===== src/rtl/isa_io_responder.sv =====
// ISA I/O target for the SM2201 board: decodes an 8-register window,
// stretches hit cycles with CHRDY and bridges them to one-cycle core strobes.
module isa_io_responder #(
  parameter logic [9:0] BASE_ADDR   = 10'h100,
  parameter int         WAIT_STATES = 3
) (
  input  logic       isa_clk,
  input  logic       isa_reset,
  input  logic [9:0] isa_addr,
  input  logic       isa_ale,
  input  logic       isa_aen,
  input  logic       isa_ior,
  input  logic       isa_iow,
  input  logic [7:0] isa_data_in,
  output logic [7:0] isa_data_out,
  output logic       isa_data_oe,
  output logic       isa_chrdy,
  output logic [2:0] reg_addr,
  output logic       reg_rd_strobe,
  input  logic [7:0] reg_rd_data,
  output logic       reg_wr_strobe,
  output logic [7:0] reg_wr_data
);

  typedef enum logic [2:0] {
    S_IDLE, S_WAIT, S_RD_REQ, S_RD_CAP, S_HOLD, S_DONE
  } state_t;

  localparam logic [3:0] LP_LAST = 4'(WAIT_STATES - 1);

  state_t     r_state, w_state_n;
  logic [1:0] r_ior_sync, r_iow_sync;
  logic       r_hit;
  logic [2:0] r_reg_addr;
  logic       r_rd, w_rd_n;
  logic [3:0] r_cnt, w_cnt_n;
  logic       r_chrdy, w_chrdy_n;
  logic       r_oe, w_oe_n;
  logic [7:0] r_dout, w_dout_n;
  logic       r_rd_stb, w_rd_stb_n;
  logic       r_wr_stb, w_wr_stb_n;
  logic [7:0] r_wr_data, w_wr_data_n;

  logic w_ior_s, w_iow_s, w_act_high;

  assign w_ior_s    = r_ior_sync[1];
  assign w_iow_s    = r_iow_sync[1];
  assign w_act_high = r_rd ? w_ior_s : w_iow_s;

  always_ff @(posedge isa_clk or negedge isa_reset) begin
    if (!isa_reset) begin
      r_ior_sync <= 2'b11;
      r_iow_sync <= 2'b11;
    end else begin
      r_ior_sync <= {r_ior_sync[0], isa_ior};
      r_iow_sync <= {r_iow_sync[0], isa_iow};
    end
  end

  // Decode is frozen while a cycle is in flight.
  always_ff @(posedge isa_clk or negedge isa_reset) begin
    if (!isa_reset) begin
      r_hit      <= 1'b0;
      r_reg_addr <= 3'd0;
    end else if (isa_ale && r_state == S_IDLE) begin
      r_hit      <= !isa_aen && (isa_addr[9:3] == BASE_ADDR[9:3]);
      r_reg_addr <= isa_addr[2:0];
    end
  end

  always_comb begin
    w_state_n   = r_state;
    w_rd_n      = r_rd;
    w_cnt_n     = r_cnt;
    w_chrdy_n   = r_chrdy;
    w_oe_n      = r_oe;
    w_dout_n    = r_dout;
    w_rd_stb_n  = 1'b0;
    w_wr_stb_n  = 1'b0;
    w_wr_data_n = r_wr_data;
    unique case (r_state)
      S_IDLE: begin
        if (!w_ior_s && !w_iow_s) begin
          w_state_n = S_DONE;
        end else if (!w_ior_s && r_hit) begin
          w_state_n = S_WAIT;
          w_rd_n    = 1'b1;
          w_cnt_n   = 4'd0;
          w_chrdy_n = 1'b0;
        end else if (!w_iow_s && r_hit) begin
          w_state_n   = S_WAIT;
          w_rd_n      = 1'b0;
          w_cnt_n     = 4'd0;
          w_chrdy_n   = 1'b0;
          w_wr_data_n = isa_data_in;
        end
      end
      S_WAIT: begin
        if (w_act_high) begin
          w_state_n = S_IDLE;
          w_chrdy_n = 1'b1;
        end else if (r_cnt == LP_LAST) begin
          if (r_rd) begin
            w_state_n = S_RD_REQ;
          end else begin
            w_state_n  = S_HOLD;
            w_wr_stb_n = 1'b1;
            w_chrdy_n  = 1'b1;
          end
        end else begin
          w_cnt_n = r_cnt + 4'd1;
        end
      end
      S_RD_REQ: begin
        w_rd_stb_n = 1'b1;
        w_state_n  = S_RD_CAP;
      end
      S_RD_CAP: begin
        w_dout_n  = reg_rd_data;
        w_oe_n    = 1'b1;
        w_chrdy_n = 1'b1;
        w_state_n = S_HOLD;
      end
      S_HOLD: begin
        if (w_act_high) begin
          w_oe_n    = 1'b0;
          w_state_n = S_IDLE;
        end
      end
      S_DONE: begin
        if (w_ior_s && w_iow_s) w_state_n = S_IDLE;
      end
      default: w_state_n = S_IDLE;
    endcase
  end

  always_ff @(posedge isa_clk or negedge isa_reset) begin
    if (!isa_reset) begin
      r_state   <= S_IDLE;
      r_rd      <= 1'b0;
      r_cnt     <= 4'd0;
      r_chrdy   <= 1'b1;
      r_oe      <= 1'b0;
      r_dout    <= 8'd0;
      r_rd_stb  <= 1'b0;
      r_wr_stb  <= 1'b0;
      r_wr_data <= 8'd0;
    end else begin
      r_state   <= w_state_n;
      r_rd      <= w_rd_n;
      r_cnt     <= w_cnt_n;
      r_chrdy   <= w_chrdy_n;
      r_oe      <= w_oe_n;
      r_dout    <= w_dout_n;
      r_rd_stb  <= w_rd_stb_n;
      r_wr_stb  <= w_wr_stb_n;
      r_wr_data <= w_wr_data_n;
    end
  end

  assign isa_data_out  = r_dout;
  assign isa_data_oe   = r_oe;
  assign isa_chrdy     = r_chrdy;
  assign reg_addr      = r_reg_addr;
  assign reg_rd_strobe = r_rd_stb;
  assign reg_wr_strobe = r_wr_stb;
  assign reg_wr_data   = r_wr_data;

endmodule

===== config.mk =====
export PLATFORM = sky130hd
export DESIGN_NAME = isa_io_responder
export DESIGN_NICKNAME = d
export VERILOG_FILES = /design/src/rtl/isa_io_responder.sv
export SDC_FILE = /design/constraint.sdc
export NUM_CORES = 1
export LEC_CHECK = 0
export ABC_AREA = 1
export CAP_MARGIN = 20
export CORE_AREA = 2 2 67 69
export CTS_CLUSTER_DIAMETER = 120
export DETAILED_ROUTE_END_ITERATION = 12
export DIE_AREA = 0 0 69 71
export PLACE_DENSITY = 0.67
export SLEW_MARGIN = 15
export SYNTH_ARGS = -nofsm -noshare
export SYNTH_HDL_FRONTEND = slang
export SYNTH_SLANG_ARGS = --single-unit

===== constraint.sdc =====
create_clock -name isa_clk -period 1.6 [get_ports isa_clk]
set_input_delay 0.32 -clock isa_clk [delete_from_list [all_inputs] [get_ports isa_clk]]
set_output_delay 0.32 -clock isa_clk [all_outputs]
set_load 0.03 [all_outputs]

==> Word-level counts from Yosys, hierarchy flattened <==
Cells that the tools add are included.
{ "word_totals": {"register_bits": 36, "in_bits": 32} }
{ "op_classes": {"mux": 31, "bitwise": 2, "addsub": 1, "reduce_logical": 20, "n_eq_ne": 16} }
{ "ops": {"columns": ["operator", "n"], "rows": [
  ["$mux 3", 8],
  ["$mux 4", 5],
  ["$pmux 3 s6", 1],
  ["$mux 1", 14],
  ["$ne 2x2->1 const B", 5],
  ["$reduce_and 5->1", 2],
  ["$pmux 4 s2", 1],
  ["$reduce_and 4->1", 2],
  ["$eq 7x6->1 const B", 1],
  ["$eq 3x2->1 const B", 2],
  ["$eq 3x3->1 const B", 2],
  ["$logic_and 1x1->1", 6],
  ["$ne 3x3->1 const B", 2],
  ["$reduce_bool 2->1", 3],
  ["$add 4x1->4 const B", 1],
  ["$eq 4x2->1 const B", 1],
  ["$ne 4x1->1 const B", 1],
  ["$eq 3x1->1 const B", 1],
  ["$logic_not 1->1", 3],
  ["$logic_not 3->1", 1],
  ["$ne 3x1->1 const B", 1],
  ["$pmux 1 s3", 1],
  ["$reduce_and 3->1", 1],
  ["$reduce_bool 3->1", 1],
  ["other kinds (3)", 4]
]} }

==> Logic depth before layout (Yosys ltp) <==
{ "depth": {"depth_word": 6, "mapped_depth": 7, "depth_no_buf": 7} }

==> Worst setup path before layout <==
Ideal clock, no wire load.
{ "synth_path": {"path_type": "reg-to-reg", "start": "reg r_cnt[0]", "end": "reg r_cnt[2]", "required_ns": 1.473, "path_stages_with_launch": 8, "arrival_ns": 1.069, "period_less_slack_ns": 1.195, "path_slack_ns": 0.405, "n_path_buf": 1, "cell_sequence": "dfrtp_1 > inv_1 > ha_1 > nand3_1 > nand3_2 > buf_6 > nand2_2 > o22ai_2"} }
{ "synth_between": {"elab_chain_cells": 4, "elab_cells_between_ends": 7, "cone_classes": "add/sub: 1; eq/ne: 2; mux: 3; reduce/logical: 1"} }
{ "synth_rtl": {"columns": ["element", "line_no", "rtl"], "rows": [
  ["start: declaration", "36", "logic [3:0] r_cnt, w_cnt_n;"],
  ["start signal: assignment", "151", "r_cnt <= w_cnt_n;"],
  ["$add 4x1->4", "111", "w_cnt_n = r_cnt + 4'd1;"],
  ["$mux 4", "102", "end else if (r_cnt == LP_LAST) begin"],
  ["$mux 4", "99", "if (w_act_high) begin"],
  ["$pmux 4 s2", "81", "unique case (r_state)"]
]} }
Parallel ways exist; a longest one is shown, timed or not. The select of a mux whose other input is x is not followed.
A chain may end at the register's enable or synchronous reset.

==> Final worst setup path <==
{ "layout_path": {"start": "reg r_chrdy (netlist: isa_chrdy)", "end": "out isa_chrdy"} }
{ "layout_lines": {"columns": ["element", "line_no", "rtl"], "rows": [
  ["start: declaration", "37", "logic r_chrdy, w_chrdy_n;"],
  ["start signal: assignment", "152", "r_chrdy <= w_chrdy_n;"],
  ["end: declaration", "17", "output logic isa_chrdy,"]
]} }
No word-level cell between the ends.

==> summary.md <==
| Metric | Value |
|---|---|
| Vias in the first global route | `about 1,200` |
| First drt pass iteration count | `4` |
| DIE HEIGHT | `71 um` |
| Crit-path leading delay family | `flip-flops` |
| Setup TNS | `0 ns` |
| Syn_nets | `~200` |
| Post-Syn Instances | `~160` |
| Switch share | `a little over a third` |
| Crit-path slowest cell | `dfstp_2` |
| CP arrival | `around 1.2 ns` |
| R2R cell count | `7` |
| Dominant cells by area after synthesis | `dfrtp_1, nand2_1, dfstp_2` |
| Routed wire per std cell | `10.8 um` |
| CTS H-tree lvls | `2` |
| R2r setup slk | `around 0.21 ns` |
| CP endpoint kind | `primary output` |
| Detailed placement HPWL | `approximately 2.2 mm` |
| Number of inserted diodes | `0` |
| Slew Viols, Final | `0` |
| Post-synth top area cell | `dfrtp_1` |
| GP Congestion | `0.764` |
| Row count | `24` |
| RR Endpoint | `r_state[0]` |
| Seq cells post-synth | `36` |
| IO Count | `55` |
| Clk sinks | `36` |
| Combinational Power Share | `33.7%` |
| Rel. slew slack | `a little over two thirds` |
| Crit path depth | `1` |
| Vias | `1,257` |
| Cell Pwr Density | `between 1000 and 1500 nW/um^2` |
| Setup Buffers After CTS | `0` |
| Hold-fix buffers at CTS | `0` |
| Ratio of cells with drive above 1 in the final layout | `around 16%` |
| Final WL | `between 2 and 3 mm` |
| Clk slew on worst S/H paths | `~0.07 ns` |
| Max-cap violations | `0` |
| HP Class | `in2async` |
| Antenna-violating nets left | `0` |
| Final Skew | `between 0.004 and 0.005 ns` |
| Leak Pwr | `a little over 1 nW` |
| Worst-skew pair later-pin latency | `0.28 ns` |
| Worst-margin pin slew | `roughly 0.45 ns` |
| Switching power | `around 970 uW` |
| Yosys top cell area share | `around 48%` |
| Final WS setup | `approximately 0.086 ns` |
| Die X | `69 um` |
| WP buf/inv | `1` |
| Area grow syn2layout | `41.0%` |
| Area of the die | `4900 um^2` |
| Largest net degree at the start of global routing | `37` |
| Maximum VDD drop | `around 730 uV` |
| Max Buffers Root-to-Sink | `2` |
| Seq pwr share | `about 42%` |
| Remaining global-route overflow | `0` |
| FMAX | `~0.66 GHz` |
| Worst setup startpoint | `isa_chrdy` |
| CTS tree | `built` |
| Synthesized area | `between 1500 and 2000 um^2` |
| Total core area | `4200 um^2` |
| Vias/cell | `~4.5` |
| Final core utilization | `a little over half` |
| Setup slack at placement | `roughly 0.11 ns` |
| Int Pwr | `1.73 mW` |
| Final period utilization | `94.6%` |
| Worst EP required | `roughly 1.3 ns` |
| # resized after CTS | `22` |
| Initial DRC count | `between 50 and 60` |
| Worst Setup EP | `isa_chrdy` |
| Tot GR Track Use | `13.7%` |
| CTS root buffer | `clkbuf_8` |
| YS warnings | `0` |
| Commonest non-fill, non-tap cell in the layout | `nand2_1` |
| Design area | `2280 um^2` |
| Pwr Total | `between 2 and 3 mW` |
| Post-synthesis sequential area ratio | `56.0%` |
| Startpoint Class | `flop` |
| Unrepaired setup endpoints after global routing | `no` |
| Leading cell types in the layout, fill and taps excluded | `nand2_1, dfrtp_1, clkdlybuf4s50_1` |
| Status | `finished clean` |
| Placed Area | `2220 um^2` |
| Crit-path max FO | `2` |
| Critical path class | `reg2out` |
| Total CTS buffers | `5` |
| Hold Vio Cnt, Final | `0` |
| Min Tclk post-route | `1.51 ns` |
| Syn Area/Cell | `roughly 10 um^2` |
| Slowest stage delay, CP | `about 0.53 ns` |
| Global-route wire length before repair | `~5.4 mm` |
| Count of port buffers added during placement | `54` |
| Post-route DRC | `0` |
| Final setup viols | `0` |
| Starting Density | `around two fifths` |
| NumNets Final | `about 260` |
| Part of the power in the clock network | `a little under a quarter` |
| Cell variety after synth | `26` |
| Cell Chain, Critical Path | `dlygate4sd2_1` |
| Initial antenna violation count | `0` |
| Reg-to-reg startpoint | `r_iow_sync[1]` |
==> power groups by stage <==
| stage | logic (mW) | registers [mW] | clock network (mW) |
|---|---|---|---|
| global route | 1.02 | 1.17 | 0.721 |
| CTS | 0.925 | 1.15 | 0.674 |
| finish | 0.911 | 1.15 | 0.649 |
| global placement | 0.962 | 1.16 | 0 |
| detailed placement | 0.967 | 1.16 | 0 |
| floorplan | 0.524 | 1.29 | 0 |
==> flip-flops by register name, indices dropped and copies added, names as in the netlist <==
| name | flops |
|---|---|
| isa_data_out | 8 |
| r_hit | 1 |
| r_cnt | 4 |
| r_ior_sync | 2 |
| isa_data_oe | 1 |
| r_iow_sync | 2 |
| isa_chrdy | 1 |
| reg_rd_strobe | 1 |
| r_state | 3 |
| reg_wr_strobe | 1 |
| reg_addr | 3 |
| r_rd | 1 |
| reg_wr_data | 8 |
==> through the flow <==
step / cells / hold WS, ns
2_1_floorplan: 163 / 0.0244
3_3_place_gp: 269 / 0.346
3_5_place_dp: 269 / 0.347
4_1_cts: 277 / 0.0791
5_1_grt: 277 / 0.0967
6_report: 277 / 0.0717
==> kinds of logic (layout without fill, tap and decap cells) <==
| group | after synthesis | count (layout) | synth area share, % |
|---|---|---|---|
| compound gates | 20 | 20 | 7.34 |
| flops | 36 | 36 | 56.0 |
| buf+inv | 17 | 79 | 4.40 |
| simple gates | 78 | 78 | 24.1 |
| xor+xnor | 2 | 2 | 1.08 |
| fa+ha+maj | 2 | 2 | 1.54 |
| mux | 8 | 8 | 5.56 |
==> layer usage <==
| layer | part of all wire (%) | track usage (%) |
|---|---|---|
| met4 | 1.7 | 5.23 |
| met2 | 48 | 22.1 |
| met3 | 6.5 | 4.13 |
| met5 | 0 | 0 |
| met1 | 44 | 17.3 |
==> how the worst min path moves through the flow <==
stage                            to  slack, ns  depth (start not counted)
floorplan               isa_data_oe       0.02                          0
CTS                 isa_data_out[7]       0.08                          2
finish              isa_data_out[6]       0.07                          2
detailed placement    r_ior_sync[1]       0.35                          0
global route        isa_data_out[7]        0.1                          2
global placement      r_iow_sync[1]       0.35                          0
==> Yosys cell counts <==
library cell / instances
nor2_8: 1
nand3_2: 4
inv_1: 11
nor3_1: 1
nand2_1: 45
o31ai_1: 1
dfstp_2: 5
nand2_2: 2
nand4_1: 2
nand3b_1: 1
buf_6: 1
o21ai_1: 10
inv_2: 5
nor2_4: 2
nor2_1: 8
dfrtp_1: 31
xnor2_1: 1
mux2_1: 8
nor2_2: 4
nand2_4: 1
ha_1: 2
a31oi_1: 1
o21ai_0: 6
xor2_1: 1
nand3_1: 7
o22ai_2: 2
==> layout make-up <==
type | count | area (um^2)
clock buffer | 6 | 82.6
clock inverter | 2 | 10.0
fill | 384 | 1920
inverter | 16 | 60.1
multi-input combinational | 110 | 642
sequential | 36 | 907
tap | 52 | 65.1
timing repair buffer | 55 | 518
(Power assumes the default switching activity.)
